**src/rtl/riscv_pkg.sv**
```systemverilog
// Shared types for the memory-stage load/store unit.
// Load/store size codes, result-source encoding and LSU states.
package riscv_pkg;

  localparam logic [1:0] RES_MEM = 2'b01;

  typedef enum logic [2:0] {
    LB  = 3'b000,
    LH  = 3'b001,
    LW  = 3'b010,
    LBU = 3'b100,
    LHU = 3'b101
  } load_type_e;

  typedef enum logic [1:0] {
    SB = 2'b00,
    SH = 2'b01,
    SW = 2'b10
  } store_size_e;

  typedef enum logic [1:0] {
    IDLE,
    REQ,
    DONE
  } lsu_state_e;

endpackage

```
**src/rtl/mem_stage_lsu_load_extend.sv**
```systemverilog
// Load lane select and sign/zero extension.
// Unlisted load codes pass the raw word through.
module load_extend
  import riscv_pkg::*;
#(
  parameter int XLEN = 32
) (
  input  logic [XLEN-1:0] rdata_i,
  input  logic [1:0]      off_i,
  input  logic [2:0]      load_src_i,
  output logic [XLEN-1:0] data_o
);

  logic [7:0]  b;
  logic [15:0] h;

  always_comb begin
    b = rdata_i[{off_i, 3'b000} +: 8];
    h = off_i[1] ? rdata_i[31:16] : rdata_i[15:0];
    case (load_src_i)
      LB:      data_o = {{(XLEN-8){b[7]}}, b};
      LH:      data_o = {{(XLEN-16){h[15]}}, h};
      LBU:     data_o = {{(XLEN-8){1'b0}}, b};
      LHU:     data_o = {{(XLEN-16){1'b0}}, h};
      default: data_o = rdata_i;
    endcase
  end

endmodule

```
**src/rtl/mem_stage_lsu.sv**
```systemverilog
// MEM-stage LSU: req/ack data-memory port with byte enables,
// pipeline stall while outstanding, timeout abort and load extension.
module mem_stage_lsu
  import riscv_pkg::*;
#(
  parameter int XLEN    = 32,
  parameter int TIMEOUT = 255
) (
  input  logic            clk,
  input  logic            reset,
  input  logic            mem_write_m,
  input  logic [1:0]      result_src_m,
  input  logic [2:0]      load_src_m,
  input  logic [1:0]      store_size_m,
  input  logic [XLEN-1:0] alu_result_m,
  input  logic [XLEN-1:0] write_data_m,
  output logic            dmem_req,
  output logic            dmem_we,
  output logic [XLEN-1:0] dmem_addr,
  output logic [3:0]      dmem_be,
  output logic [XLEN-1:0] dmem_wdata,
  input  logic            dmem_ack,
  input  logic [XLEN-1:0] dmem_rdata,
  output logic            stall_m,
  output logic [XLEN-1:0] load_data_m,
  output logic            misaligned_m,
  output logic            bus_err_m
);

  localparam int CW = $clog2(TIMEOUT + 1);

  lsu_state_e      state_q, state_d;
  logic [CW-1:0]   cnt_q, cnt_d;
  logic [XLEN-1:0] addr_q, addr_d;
  logic [XLEN-1:0] wdata_q, wdata_d;
  logic [XLEN-1:0] ld_q, ld_d;
  logic [3:0]      be_q, be_d;
  logic            we_q, we_d;
  logic            is_ld_q, is_ld_d;
  logic [1:0]      off_q, off_d;
  logic [2:0]      lsrc_q, lsrc_d;
  logic            err_q, err_d;

  logic            access, is_ld, is_byte, is_half, aligned;
  logic            stall, mis;
  logic [1:0]      off;
  logic [3:0]      be_n;
  logic [XLEN-1:0] wdata_n, ext;

  assign off    = alu_result_m[1:0];
  assign access = mem_write_m || (result_src_m == RES_MEM);
  assign is_ld  = (result_src_m == RES_MEM) && !mem_write_m;

  // Store size wins when both a store and a load are flagged.
  always_comb begin
    is_byte = 1'b0;
    is_half = 1'b0;
    if (mem_write_m) begin
      is_byte = (store_size_m == SB);
      is_half = (store_size_m == SH);
    end else begin
      is_byte = (load_src_m == LB) || (load_src_m == LBU);
      is_half = (load_src_m == LH) || (load_src_m == LHU);
    end
    aligned = is_byte || (is_half ? !off[0] : (off == 2'b00));
  end

  always_comb begin
    be_n    = 4'b1111;
    wdata_n = write_data_m;
    unique case (1'b1)
      is_byte: begin
        be_n    = 4'b0001 << off;
        wdata_n = {4{write_data_m[7:0]}};
      end
      is_half: begin
        be_n    = 4'b0011 << {off[1], 1'b0};
        wdata_n = {2{write_data_m[15:0]}};
      end
      default: ;
    endcase
  end

  load_extend #(.XLEN(XLEN)) u_ext (
    .rdata_i    (dmem_rdata),
    .off_i      (off_q),
    .load_src_i (lsrc_q),
    .data_o     (ext)
  );

  always_comb begin
    state_d = state_q;
    cnt_d   = cnt_q;
    addr_d  = addr_q;
    wdata_d = wdata_q;
    be_d    = be_q;
    we_d    = we_q;
    is_ld_d = is_ld_q;
    off_d   = off_q;
    lsrc_d  = lsrc_q;
    ld_d    = ld_q;
    err_d   = 1'b0;
    stall   = 1'b0;
    mis     = 1'b0;
    unique case (state_q)
      IDLE: begin
        if (access && aligned) begin
          stall   = 1'b1;
          addr_d  = {alu_result_m[XLEN-1:2], 2'b00};
          wdata_d = wdata_n;
          be_d    = be_n;
          we_d    = mem_write_m;
          is_ld_d = is_ld;
          off_d   = off;
          lsrc_d  = load_src_m;
          cnt_d   = '0;
          ld_d    = '0;
          state_d = REQ;
        end else if (access) begin
          mis  = 1'b1;
          ld_d = '0;
        end
      end
      REQ: begin
        stall = 1'b1;
        cnt_d = cnt_q + 1'b1;
        if (dmem_ack) begin
          if (is_ld_q) ld_d = ext;
          state_d = DONE;
        end else if (cnt_q == CW'(TIMEOUT - 1)) begin
          err_d   = 1'b1;
          ld_d    = '0;
          state_d = DONE;
        end
      end
      DONE: state_d = IDLE;
      default: state_d = IDLE;
    endcase
  end

  always_ff @(posedge clk) begin
    if (reset) begin
      state_q <= IDLE;
      cnt_q   <= '0;
      addr_q  <= '0;
      wdata_q <= '0;
      be_q    <= '0;
      we_q    <= 1'b0;
      is_ld_q <= 1'b0;
      off_q   <= '0;
      lsrc_q  <= '0;
      ld_q    <= '0;
      err_q   <= 1'b0;
    end else begin
      state_q <= state_d;
      cnt_q   <= cnt_d;
      addr_q  <= addr_d;
      wdata_q <= wdata_d;
      be_q    <= be_d;
      we_q    <= we_d;
      is_ld_q <= is_ld_d;
      off_q   <= off_d;
      lsrc_q  <= lsrc_d;
      ld_q    <= ld_d;
      err_q   <= err_d;
    end
  end

  assign dmem_req     = (state_q == REQ);
  assign dmem_we      = we_q;
  assign dmem_addr    = addr_q;
  assign dmem_be      = be_q;
  assign dmem_wdata   = wdata_q;
  assign stall_m      = stall && !reset;
  assign misaligned_m = mis && !reset;
  assign bus_err_m    = err_q;
  assign load_data_m  = mis ? '0 : ld_q;

endmodule

```
**config.mk**
```make
export PLATFORM = sky130hd
export DESIGN_NAME = mem_stage_lsu
export DESIGN_NICKNAME = d
export VERILOG_FILES = /design/src/rtl/riscv_pkg.sv /design/src/rtl/mem_stage_lsu_load_extend.sv /design/src/rtl/mem_stage_lsu.sv
export SDC_FILE = /design/constraint.sdc
export NUM_CORES = 1
export LEC_CHECK = 0
export ABC_AREA = 0
export ABC_CLOCK_PERIOD_IN_PS = 2100
export CELL_PAD_IN_SITES_DETAIL_PLACEMENT = 0
export CELL_PAD_IN_SITES_GLOBAL_PLACEMENT = 1
export CORE_ASPECT_RATIO = 1.4
export CORE_MARGIN = 2
export CORE_UTILIZATION = 31
export CTS_CLUSTER_SIZE = 8
export DETAILED_ROUTE_END_ITERATION = 8
export GPL_TIMING_DRIVEN = 1
export HOLD_SLACK_MARGIN = 0.02
export PLACE_DENSITY = 0.82
export SLEW_MARGIN = 20
export SYNTH_ARGS = -nofsm -noshare
export SYNTH_HDL_FRONTEND = slang
export SYNTH_SLANG_ARGS = --single-unit
```
**constraint.sdc**
```tcl
create_clock -name clk -period 2.1 [get_ports clk]
set_input_delay 0.21 -clock clk [delete_from_list [all_inputs] [get_ports clk]]
set_output_delay 0.21 -clock clk [all_outputs]
set_load 0.01 [all_outputs]
```
==> impl_results.md <==
- Post-Place Cells: around 1100
- Vias/cell: 5.31
- Fin util: 50.5%
- CTS max path bufs: 2
- Cell taking the most area after synthesis: dfxtp_1
- Maximum VDD drop: 0.000500 V
- Hold WS: 0.132 ns
- CP dominant cell by count: buf_4
- Most frequent cell after synthesis: dfxtp_1
- CTS tree: built
- CTS root buf: clkbuf_16
- CP peak stage delay: 0.30 ns
- Fraction of registers with async set/reset: 0%
- Met1 Usage GRT: 26.4%
- Vias in the first global route: a little under 6000
- Initial core utilization: 31.7%
- Die Ht: 161 µm
- Num rows: between 50 and 60
- DR iter-0 viols: 416
- Clock Skew: 0.0108 ns
- Total die area: 18800 µm²
- Worst setup EP type: output pin
- H-tree depth: 4
- Detail Route Antenna Nets: 0
- GPL Wtd Cong: 0.849
- Non-filler cells, final: around 1100
- CTS Hold Bufs: 0
- Initial antenna violation count: 1
- Busiest grt layer: met2
- First-pass GRT wire length: 32400 µm
- Critical path class: in2out
- Register area: 2320 µm²
- Share of layout cells above drive strength 1: 15.9%
- Synth Flop Type: dfxtp_1
- Area after DPL: 8110 µm²
- Pin count of the biggest net entering global routing: 74
- Power Density: 797 nW/µm²
- Clock transition at the registers of the reported paths: roughly 0.05 ns
- Final layout net count: around 1000
- Part of the power in registers: between 30% and 40%
- Final setup fails: 1
- Fillcell total: 1718
- Psw: about 1900 µW
- Post-route cell area: 8750 µm²
- CP cell instances: dlygate4sd2_1 -> buf_4 -> mux2_2 -> a32oi_4 -> buf_6 -> buf_4 -> a21oi_1 -> nor3_2 -> buf_2
- I/O Buffers: between 200 and 250
- Max-Cap Viols: 0
- Via count: 6067
- Met2 usage: 37.0%
- Logic pwr share: 20.7%
- CTS buffer count: 17
- Grt total ovfl: 0
- DRT Wirelength: 20700 µm
- Post-synthesis sequential area ratio: 42.3%
- DRC: 0
- Mean area per synthesized cell: around 8.2 µm²
- Final hold viol count: 0
- Minimum clock period: 2.10 ns
- Synthesized flop and latch total: ~120
- Clk sinks: 116
- Worst slew pin tran: about 0.84 ns
- CP top delay family: buffers and inverters
- DIE WIDTH: 116 µm
- Clock share of power: 44.9%
- IO Pins: 212
- GRT Total Usage: between 20% and 30%
- Post-synthesis instance area: 5490 µm²
- HPWL after DPL: 14300 µm
- Slew Limit Fails: 0
- LEAKAGE: 0.00326 µW
- Commonest cells in the netlist: dfxtp_1 (116), a21oi_1 (101), nand2_1 (53)
- Worst min path class: in2reg
- Internal Power: 5070 µW
- CP Data Arrival Time: 1.89 ns
- Multi-input combinational cell area: 2920 µm²
- Startpoint types: input port
- Fin crit share: 100%
- Synth cell types: 59
- CP max-delay cell: mux2_2
- Status: finished with violations
- Fmax achieved: between 0.4 and 0.5 GHz
- Syn Inst Count: 666
- RSZ-0062 raised after global routing: yes
- Max-Slew Margin vs Limit: 44.1%
- Setup_tns: -0.00239 ns
- CP Max Fanout: 6
- Core Box Area: 17300 µm²
- Switching Fraction: 27.3%
- Setup WS post-layout: -0.00239 ns
- Buffers & Inverters on Critical Path: 5
- Drt pass-1 iters: 5
- Yosys warns: 0
- CP required: between 1.5 and 2 ns
- Worst skew pair latency: 0.41 ns
- Post-synth EDFFs: 0
- Met3 usage: under 10%
- Failing checks: negative setup slack
- DR WL/cell: 18.1 µm
- Syn-to-layout area delta: 59.3%
- Most area-consuming cells after synthesis: dfxtp_1 (42%), a21oi_1 (9.2%), nand3_1 (4.6%), nor2b_1 (4.1%), o21ai_0 (3.8%)
- Yosys top cell area share: 42.3%
- Number of diodes: 0
==> state kept, by name, indices dropped and copies added, names as in the netlist <==
name and flops:
bus_err_m 1, cnt_q 8, dmem_addr 30, dmem_be 4, dmem_wdata 32, dmem_we 1, is_ld_q 1, ld_q 32
lsrc_q 3, off_q 2, state_q 2
==> power by group through the flow <==
stage                     clock (µW)  combinational (µW)  sequential, µW
after floorplan                    0                 579            2480
after global placement             0                1380            2440
after detailed placement           0                1390            2440
after CTS                       3190                1450            2390
after global routing            3300                1560            2410
final                           3130                1450            2390
==> final cells by class <==
type                       instances  share of cell area [%]
multi-input combinational        474                    33.4
clock inverter                    13                    2.26
inverter                          15                   0.644
tap                              236                    3.38
clock buffer                      19                    5.06
timing repair buffer             269                    28.8
sequential                       116                    26.5
==> path summary, 6_finish.rpt <==
check,startpoint,endpoint,slack [ns],depth (start not counted)
setup / recovery,store_size_m[1],stall_m,-0.002,9
hold / removal,reset,cnt_q[6]$_SDFFE_PP0P_,0.13,2
setup reg to reg,state_q[0]$_SDFFE_PP0P_,ld_q[5]$_SDFFE_PP0P_,0.20,5
hold reg to reg,ld_q[3]$_SDFFE_PP0P_,ld_q[3]$_SDFFE_PP0P_,0.46,1
==> layer usage <==
| metal | share of wire (%) | wire length [µm] |
|---|---|---|
| met1 | 40 | 8240 |
| met2 | 50 | 10300 |
| met3 | 7.2 | 1500 |
| met4 | 3.1 | 641 |
| met5 | 0 | 0 |
==> timing repair <==
| action | CTS | global route |
|---|---|---|
| endpoints found under the setup margin | 60 | 29 |
| hold endpoints to repair | 0 | 0 |
| buffers inserted | 4 | 0 |
| gates resized for setup | 110 | 26 |
| pin swaps | 5 | 0 |
| cloned | 2 | 0 |
==> per-stage QoR <==
stage | power (µW) | setup slack [ns]
6_report | 6970 | -0.00239
5_1_grt | 7260 | -0.0652
3_3_place_gp | 3820 | -0.612
3_5_place_dp | 3830 | -0.628
2_1_floorplan | 3060 | 0.273
4_1_cts | 7030 | 0.00866
==> kinds of logic after synthesis <==
group | count (synthesis) | synth area share (%)
AO/OA/AOI/OAI | 262 | 30.8
AND/OR/NAND/NOR | 202 | 18.9
flip-flops | 116 | 42.3
buffers and inverters | 77 | 6.11
multiplexers | 6 | 1.37
adder cells (fa/ha/maj) | 2 | 0.456
other | 1 | 0.0683
==> cells in the final DEF, fill, tap and decap left out, drive strengths merged, types with 8 or more instances in the layout <==
cell type,count
o32ai,9
buf,77
a311oi,16
nor2,17
nand2,53
clkdlybuf4s50,169
inv,17
o21ai,53
o2bb2ai,22
a211oi,12
nor3,12
nor2b,36
a21oi,101
clkbuf,29
clkdlybuf4s15,8
dfxtp,116
nand3,51
No activity file was read; power rests on OpenSTA's default activity.
